`src/rtl/regfile_sb.sv`:
```
// Register file with two registered read ports, one write port, an optional
// hardwired zero register, optional write-to-read bypass, and a scoreboard.
// The scoreboard keeps one busy bit per register and a count of busy registers,
// so decode can detect RAW hazards against writes that have not landed yet.
//
// Handshake semantics: there is no backpressure anywhere in this block.
//   - writeBack is a single-cycle strobe; every edge that sees it high commits
//     din to rd and retires the outstanding write of rd.
//   - issue is a single-cycle strobe; every edge that sees it high marks
//     issue_rd as having an outstanding write.
//   - rd_en qualifies the read ports; with rd_en low, regA/regB/busyA/busyB hold.
module regfile_sb #(
  parameter int DATA_W   = 32,
  parameter int ADDR_W   = 5,
  parameter int ZERO_REG = 1,
  parameter int BYPASS   = 1
) (
  input  logic              clk,
  input  logic              rst,
  input  logic [ADDR_W-1:0] rs,
  input  logic [ADDR_W-1:0] rt,
  input  logic              rd_en,
  output logic [DATA_W-1:0] regA,
  output logic [DATA_W-1:0] regB,
  output logic              busyA,
  output logic              busyB,
  input  logic              writeBack,
  input  logic [ADDR_W-1:0] rd,
  input  logic [DATA_W-1:0] din,
  input  logic              issue,
  input  logic [ADDR_W-1:0] issue_rd,
  output logic [ADDR_W:0]   pending_cnt
);

  localparam int DEPTH = 2 ** ADDR_W;

  logic [DATA_W-1:0] regs [DEPTH];
  logic [DEPTH-1:0]  busy;
  logic [DEPTH-1:0]  busy_next;

  logic              rd_is_zero;
  logic              rs_is_zero;
  logic              rt_is_zero;
  logic              ird_is_zero;
  logic              wr_en;
  logic              iss_en;
  logic              cnt_inc;
  logic              cnt_dec;
  logic [DATA_W-1:0] rdata_a;
  logic [DATA_W-1:0] rdata_b;

  // Address-0 qualifiers; they collapse to 0 when there is no zero register.
  always_comb begin
    rd_is_zero  = (ZERO_REG != 0) && (rd == '0);
    rs_is_zero  = (ZERO_REG != 0) && (rs == '0);
    rt_is_zero  = (ZERO_REG != 0) && (rt == '0);
    ird_is_zero = (ZERO_REG != 0) && (issue_rd == '0);
    wr_en       = writeBack && !rd_is_zero;
    iss_en      = issue && !ird_is_zero;
  end

  // Next scoreboard state: retire first, then issue, so a same-address issue wins.
  always_comb begin
    busy_next = busy;
    if (writeBack) busy_next[rd] = 1'b0;
    if (iss_en)    busy_next[issue_rd] = 1'b1;
  end

  // Count deltas: only a real 0->1 or 1->0 transition of some bit moves the count.
  always_comb begin
    cnt_inc = iss_en && !busy[issue_rd];
    cnt_dec = writeBack && busy[rd] && !(iss_en && (issue_rd == rd));
  end

  // Read data selection: zero register, then same-cycle bypass, then storage.
  always_comb begin
    rdata_a = regs[rs];
    rdata_b = regs[rt];
    if ((BYPASS != 0) && wr_en && (rd == rs)) rdata_a = din;
    if ((BYPASS != 0) && wr_en && (rd == rt)) rdata_b = din;
    if (rs_is_zero) rdata_a = '0;
    if (rt_is_zero) rdata_b = '0;
  end

  // Register storage; address 0 is never written when it is hardwired.
  always_ff @(posedge clk or posedge rst) begin
    if (rst) begin
      for (int i = 0; i < DEPTH; i++) regs[i] <= '0;
    end else if (wr_en) begin
      regs[rd] <= din;
    end
  end

  // Scoreboard bits and busy-register count.
  always_ff @(posedge clk or posedge rst) begin
    if (rst) begin
      busy        <= '0;
      pending_cnt <= '0;
    end else begin
      busy        <= busy_next;
      pending_cnt <= pending_cnt + {{ADDR_W{1'b0}}, cnt_inc} - {{ADDR_W{1'b0}}, cnt_dec};
    end
  end

  // Registered read ports; busy flags use the post-update state to line up with data.
  always_ff @(posedge clk or posedge rst) begin
    if (rst) begin
      regA  <= '0;
      regB  <= '0;
      busyA <= 1'b0;
      busyB <= 1'b0;
    end else if (rd_en) begin
      regA  <= rdata_a;
      regB  <= rdata_b;
      busyA <= busy_next[rs];
      busyB <= busy_next[rt];
    end
  end

endmodule

```
`config.mk`:
```
export PLATFORM = sky130hd
export DESIGN_NAME = regfile_sb
export DESIGN_NICKNAME = d
export VERILOG_FILES = /design/src/rtl/regfile_sb.sv
export SDC_FILE = /design/constraint.sdc
export NUM_CORES = 2
export LEC_CHECK = 0
export CORE_MARGIN = 2
export CORE_UTILIZATION = 35
export CTS_CLUSTER_SIZE = 40
export DETAILED_ROUTE_END_ITERATION = 8
export GPL_TIMING_DRIVEN = 0
export PLACE_DENSITY = 0.61
export SETUP_SLACK_MARGIN = 0.15
export SYNTH_ARGS = -nofsm -noshare
export SYNTH_HDL_FRONTEND = slang
export SYNTH_SLANG_ARGS = --single-unit
```
`constraint.sdc`:
```
create_clock -name clk -period 53.4 [get_ports clk]
set_clock_uncertainty 0.05 [all_clocks]
set_input_delay 13.35 -clock clk [delete_from_list [all_inputs] [get_ports clk]]
set_output_delay 13.35 -clock clk [all_outputs]
set_load 0.005 [all_outputs]
```
# Word-level counts from Yosys, hierarchy flattened
# Cells that the tools add are included.
# Widths: inputs -> output; s select.
# classes
addsub	2
magnitude_cmp	10
n_eq_ne	3
muxes	27
bitwise_logic	6
reduce_logical	19
# op_table
cell	count
$bwmux 1024	1
$mux 32	11
$bmux 32 s5	2
$demux 32 s5	1
$and 32x32->32	1
$not 32->32	1
$or 32x32->32	1
$lt 5x6->1 const B	4
$bmux 1 s5	4
$logic_not 5->1	4
$ge 6x6->1 const B	3
$not 5->6	3
$eq 5x5->1	3
$logic_and 1x1->1	11
$demux 1 s5	2
$ge 5x1->1 const B	2
$add 6x1->6	1
$lt 6x1->1 const B	1
$mux 1	6
$sub 6x1->6	1
$logic_not 1->1	4
# word_totals
register_bits	1128
input_bits	57
output_inout_bits	72
word_cells	105

# Longest topological paths before layout
# logic_depth
word_depth	11
mapped_depth	18
mapped_depth_nobuf	16

# Worst setup path before layout
# OpenSTA, ideal clock, no wires.
# synth_path
path_kind	input to register
start	input issue_rd[0]
end	register pending_cnt[4]
setup_ns	0.123
arrival_time_ns	16.364
t_required_ns	53.227
path_slack_ns	36.863
cell_stages	15
path_buffers	2
path_cell_list	clkbuf_1 -> buf_2 -> mux4_2 -> mux4_2 -> mux2i_1 -> nand4b_1 -> ha_1 -> inv_1 -> ha_1 -> inv_1 -> fa_1 -> inv_1 -> a21o_1 -> a21oi_1 -> xnor2_1
# synth_between
elab_chain_len	7
elab_cells_between_ends	13
classes_between	add/sub (2); eq/ne (1); mux (2); reduce/logical (8)
# synth_lines
item	line_no	rtl
from (decl)	31	input logic [ADDR_W-1:0] issue_rd,
branches (longest 6 deep; another with $add 6x1->6)	-	
$sub 6x1->6 *	101	pending_cnt <= pending_cnt + {{ADDR_W{1'b0}}, cnt_inc} - {{ADDR_W{1'b0}}, cnt_dec};
to (signal assigned)	101	
to (decl)	32	output logic [ADDR_W:0] pending_cnt
# Every way passes the cells marked *. The select of a mux whose other input is x is not followed.
# A chain may end at the register's enable or synchronous reset.

# Final worst setup path
# layout_path
start	input rs[1]
end	register regA[31]
# layout_between
elab_chain_len	6
elab_cells_between_ends	9
classes_between	eq/ne (1); mux (5); bitwise (1); reduce/logical (2)
# layout_lines
item	line_no	rtl
from (decl)	20	input logic [ADDR_W-1:0] rs,
$not 5->6 (implied by the code)	77	rdata_a = regs[rs];
$bmux 32 s5	77	
$mux 32 (implied by the code) (2 in a row)	77	
$mux 32	79	if ((BYPASS != 0) && wr_en && (rd == rs)) rdata_a = din;
$mux 32 *	81	if (rs_is_zero) rdata_a = '0;
to (signal assigned)	113	regA <= rdata_a;
to (decl)	23	output logic [DATA_W-1:0] regA,
# Mark *: on every way between the ends. The rest lies on a longest branch, timed or not. The select of a mux whose other input is x is not followed.

==> impl_metrics.tcl <==
set metrics [dict create \
    port_buffers 114 \
    cellPowerDensity_nw_per_um2 38.23 \
    met1_length_um 89570 \
    worst_setup_path_end_kind "flip-flop" \
    die_x_um 418.7 \
    wl_met3_um 20720 \
    grt_usage 0.2600 \
    ir_drop_v 0.00003515 \
    cts.path.max_buffers 3 \
    r2r_cells 15 \
    detail-route-antenna-nets 0 \
    core_area_um2 171200 \
    hpwl_um 159800 \
    routed_wl_um 228200 \
    synth_async_sr_flop_share 1.000 \
    cts_tree "done" \
    grt_pass1_vias 42950 \
    vias_per_cell 6.285 \
    maxCapViolations 4 \
    path_buf_inv 4 \
    outcome "finished with violations" \
    areaGrowthSynthToFinish_pct 14.29 \
    grt_max_degree 134 \
    arrival_ns 17.91 \
    min-delay-start "regs[1005]$_DFFE_PP0P_" \
    wl_met2_um 102500 \
    finalHoldViolations 0 \
    nets 4439 \
    max_stage_delay_ns 1.11 \
    clkTransAtPathRegs_ns 0.06 \
    hold_ws_ns 0.4324 \
    clock-sinks 1128 \
    initial_utilization 0.3516 \
    leakage_nw 29.46 \
    crit_top_cell "clkbuf_1" \
    worst-path-max-fanout 10 \
    synth_edf_count 0 \
    worst_path_max_delay_cell "buf_1" \
    grt_antenna_before_repair 7 \
    ys_warn_count 0 \
    holdPathStages 1 \
    htree_levels 4 \
    finalSetupViolCount 0 \
    synth_fp_nets 4180 \
    wl_per_cell_um 34.01 \
    postCtsHoldBufs 0 \
    cts-resized-gates 0 \
    final_common_cell "dfrtp_1" \
    most-common-layout-cells "1128 x dfrtp_1, 996 x mux2_2, 471 x mux4_2" \
    fin_crit_sh 0.3239 \
    slew_headroom -0.08085 \
    r2r-end "pending_cnt[5]$_DFF_PP0_" \
    gp_congestion 0.9481 \
    clk_latency_ns 0.81 \
    post_cts_buffers 0 \
    setup_slack_ns 36.10 \
    rsz0062_at_grt "false" \
    path_cells "clkdlybuf4s50_1 -> clkbuf_1 -> nor2_1 -> clkbuf_1 -> buf_1 -> a22oi_1 -> a21oi_1 -> o2111ai_1 -> o211a_1 -> a221o_1" \
    layout-drive-gt1-share 0.4045 \
    max_freq_mhz 57.81 \
    cts_made_buffers 131 \
    r2r_setup_slack_ns 50.13 \
    hold_path_end "regs[1005]$_DFFE_PP0P_" \
    drtIter0Drc 4872 \
    required_ns 54.01 \
    yosysSeqAreaShare 0.4690 \
    overflow 0 \
    worstMarginPinSlew_ns 1.621 \
    drc 0 \
    cpLargestDelayFamily "buffers and inverters" \
    ioPinCount 129 \
    top_layer_used "met5" \
    syn_area_per_cell_um2 14.62 \
    hp-class "flip-flop to flip-flop" \
    rows 152 \
    yosys_register_bits 1128 \
    violations "capacitance limit, slew limit" \
    grt_pass1_wl_um 321800 \
    synthCells 4116 \
    synth_area_um2 60190 \
    clockRootBuffer "clkbuf_16" \
    ys_types 69 \
    die_y_um 418.7 \
    num-fill-cells 15850 \
    fin_crit_ns 17.30 \
    rr_startpoint "busy[14]$_DFF_PP0_" \
    startpoint_type "input port" \
    die_area_um2 175300 \
    vias 42170 \
    slew_viol_final 33 \
    dp_slack_ns 35.50 \
    synth_flop_cell "dfrtp_1" \
    path_class "input port to flip-flop" \
    drtPass1Iterations 6 \
]
[how the worst max path moves through the flow]
stage,startpoint,endpoint,cells past startpoint
CTS,rt[1],regB[14]$_DFFE_PP0P_,10
detailed placement,rt[1],regB[7]$_DFFE_PP0P_,10
floorplan,rst,busyA$_DFFE_PP0P_,1
global route,rs[1],regA[3]$_DFFE_PP0P_,10
finish,rs[1],regA[31]$_DFFE_PP0P_,10
global placement,rst,regs[528]$_DFFE_PP0P_,2
[state kept, by name, indices dropped and copies added (netlist names)]
signal and flops:
busy 32, busyA 1, busyB 1, pending_cnt 6, regA 32, regB 32, regs 1024
[per-stage QoR]
| step | power, mW | setup TNS [ns] | std cells | cell area, µm² | utilization |
|---|---|---|---|---|---|
| after global placement | 1.695 | -6095.24 | 6463 | 64120 | 0.3746 |
| after floorplan | 1.526 | 0 | 4116 | 60190 | - |
| after detailed placement | 1.715 | 0 | 6474 | 64430 | 0.3764 |
| final | 2.630 | 0 | 6710 | 68790 | 0.4019 |
| after CTS | 2.630 | 0 | 6707 | 68760 | 0.4017 |
| after global routing | 2.727 | 0 | 6710 | 68790 | 0.4019 |
[where the power goes]
part	internal, mW	switching [mW]	total, mW
sequential	1.02	0.119	1.14
combinational	0.322	0.250	0.572
clock	0.536	0.384	0.920
[cell families after synthesis]
| kind of cell | synth area share |
|---|---|
| AO/OA/AOI/OAI | 0.06292 |
| XOR/XNOR | 0.002910 |
| adder cells (fa/ha/maj) | 0.001580 |
| buffers and inverters | 0.03480 |
| flip-flops | 0.4690 |
| multiplexers | 0.4067 |
| AND/OR/NAND/NOR | 0.02216 |
[final cells by class]
cell class / instances / area, µm² / area share
timing repair buffer: 126 / 1446 / 0.02103
antenna: 2 / 5.005 / 0.00007276
multi-input combinational: 2492 / 29870 / 0.4342
clock buffer: 196 / 3909 / 0.05682
clock inverter: 37 / 422.9 / 0.006148
buffer: 476 / 2033 / 0.02956
sequential: 1128 / 28230 / 0.4104
inverter: 20 / 82.58 / 0.001201
tap: 2233 / 2794 / 0.04062
[metal layers]
| metal | up-vias | track usage |
|---|---|---|
| met5 | - | 0 |
| met4 | 10 | 0.1537 |
| met3 | 616 | 0.06924 |
| met2 | 2246 | 0.3960 |
| met1 | 22700 | 0.3327 |
| li1 | 16600 | - |
[synth_stat cells, drive strengths merged, types with 3 or more instances]
cell type / number / area share
or2: 4 / 0.00042
nand2b: 5 / 0.00052
nor2: 33 / 0.0022
o22ai: 5 / 0.00052
a22o: 11 / 0.0016
nand3b: 6 / 0.00075
o2bb2ai: 3 / 0.00044
xor2: 7 / 0.0010
mux4: 471 / 0.18
a221o: 66 / 0.011
nand4b: 5 / 0.0012
o211a: 64 / 0.011
a21oi: 74 / 0.0062
and3: 3 / 0.00031
dfrtp: 1128 / 0.47
inv: 20 / 0.0012
buf: 167 / 0.014
o21ai: 31 / 0.0026
a211oi: 3 / 0.00037
mux2: 996 / 0.19
ha: 6 / 0.0012
nor2b: 7 / 0.00073
a22oi: 64 / 0.0080
a221oi: 64 / 0.0093
a31oi: 5 / 0.00052
mux2i: 265 / 0.044
nand2: 101 / 0.0067
clkbuf: 309 / 0.019
o2111ai: 67 / 0.0097
xnor2: 13 / 0.0019
nand3: 76 / 0.0063
nor3b: 6 / 0.00075
Note: power is estimated with default switching activity, not from simulation.
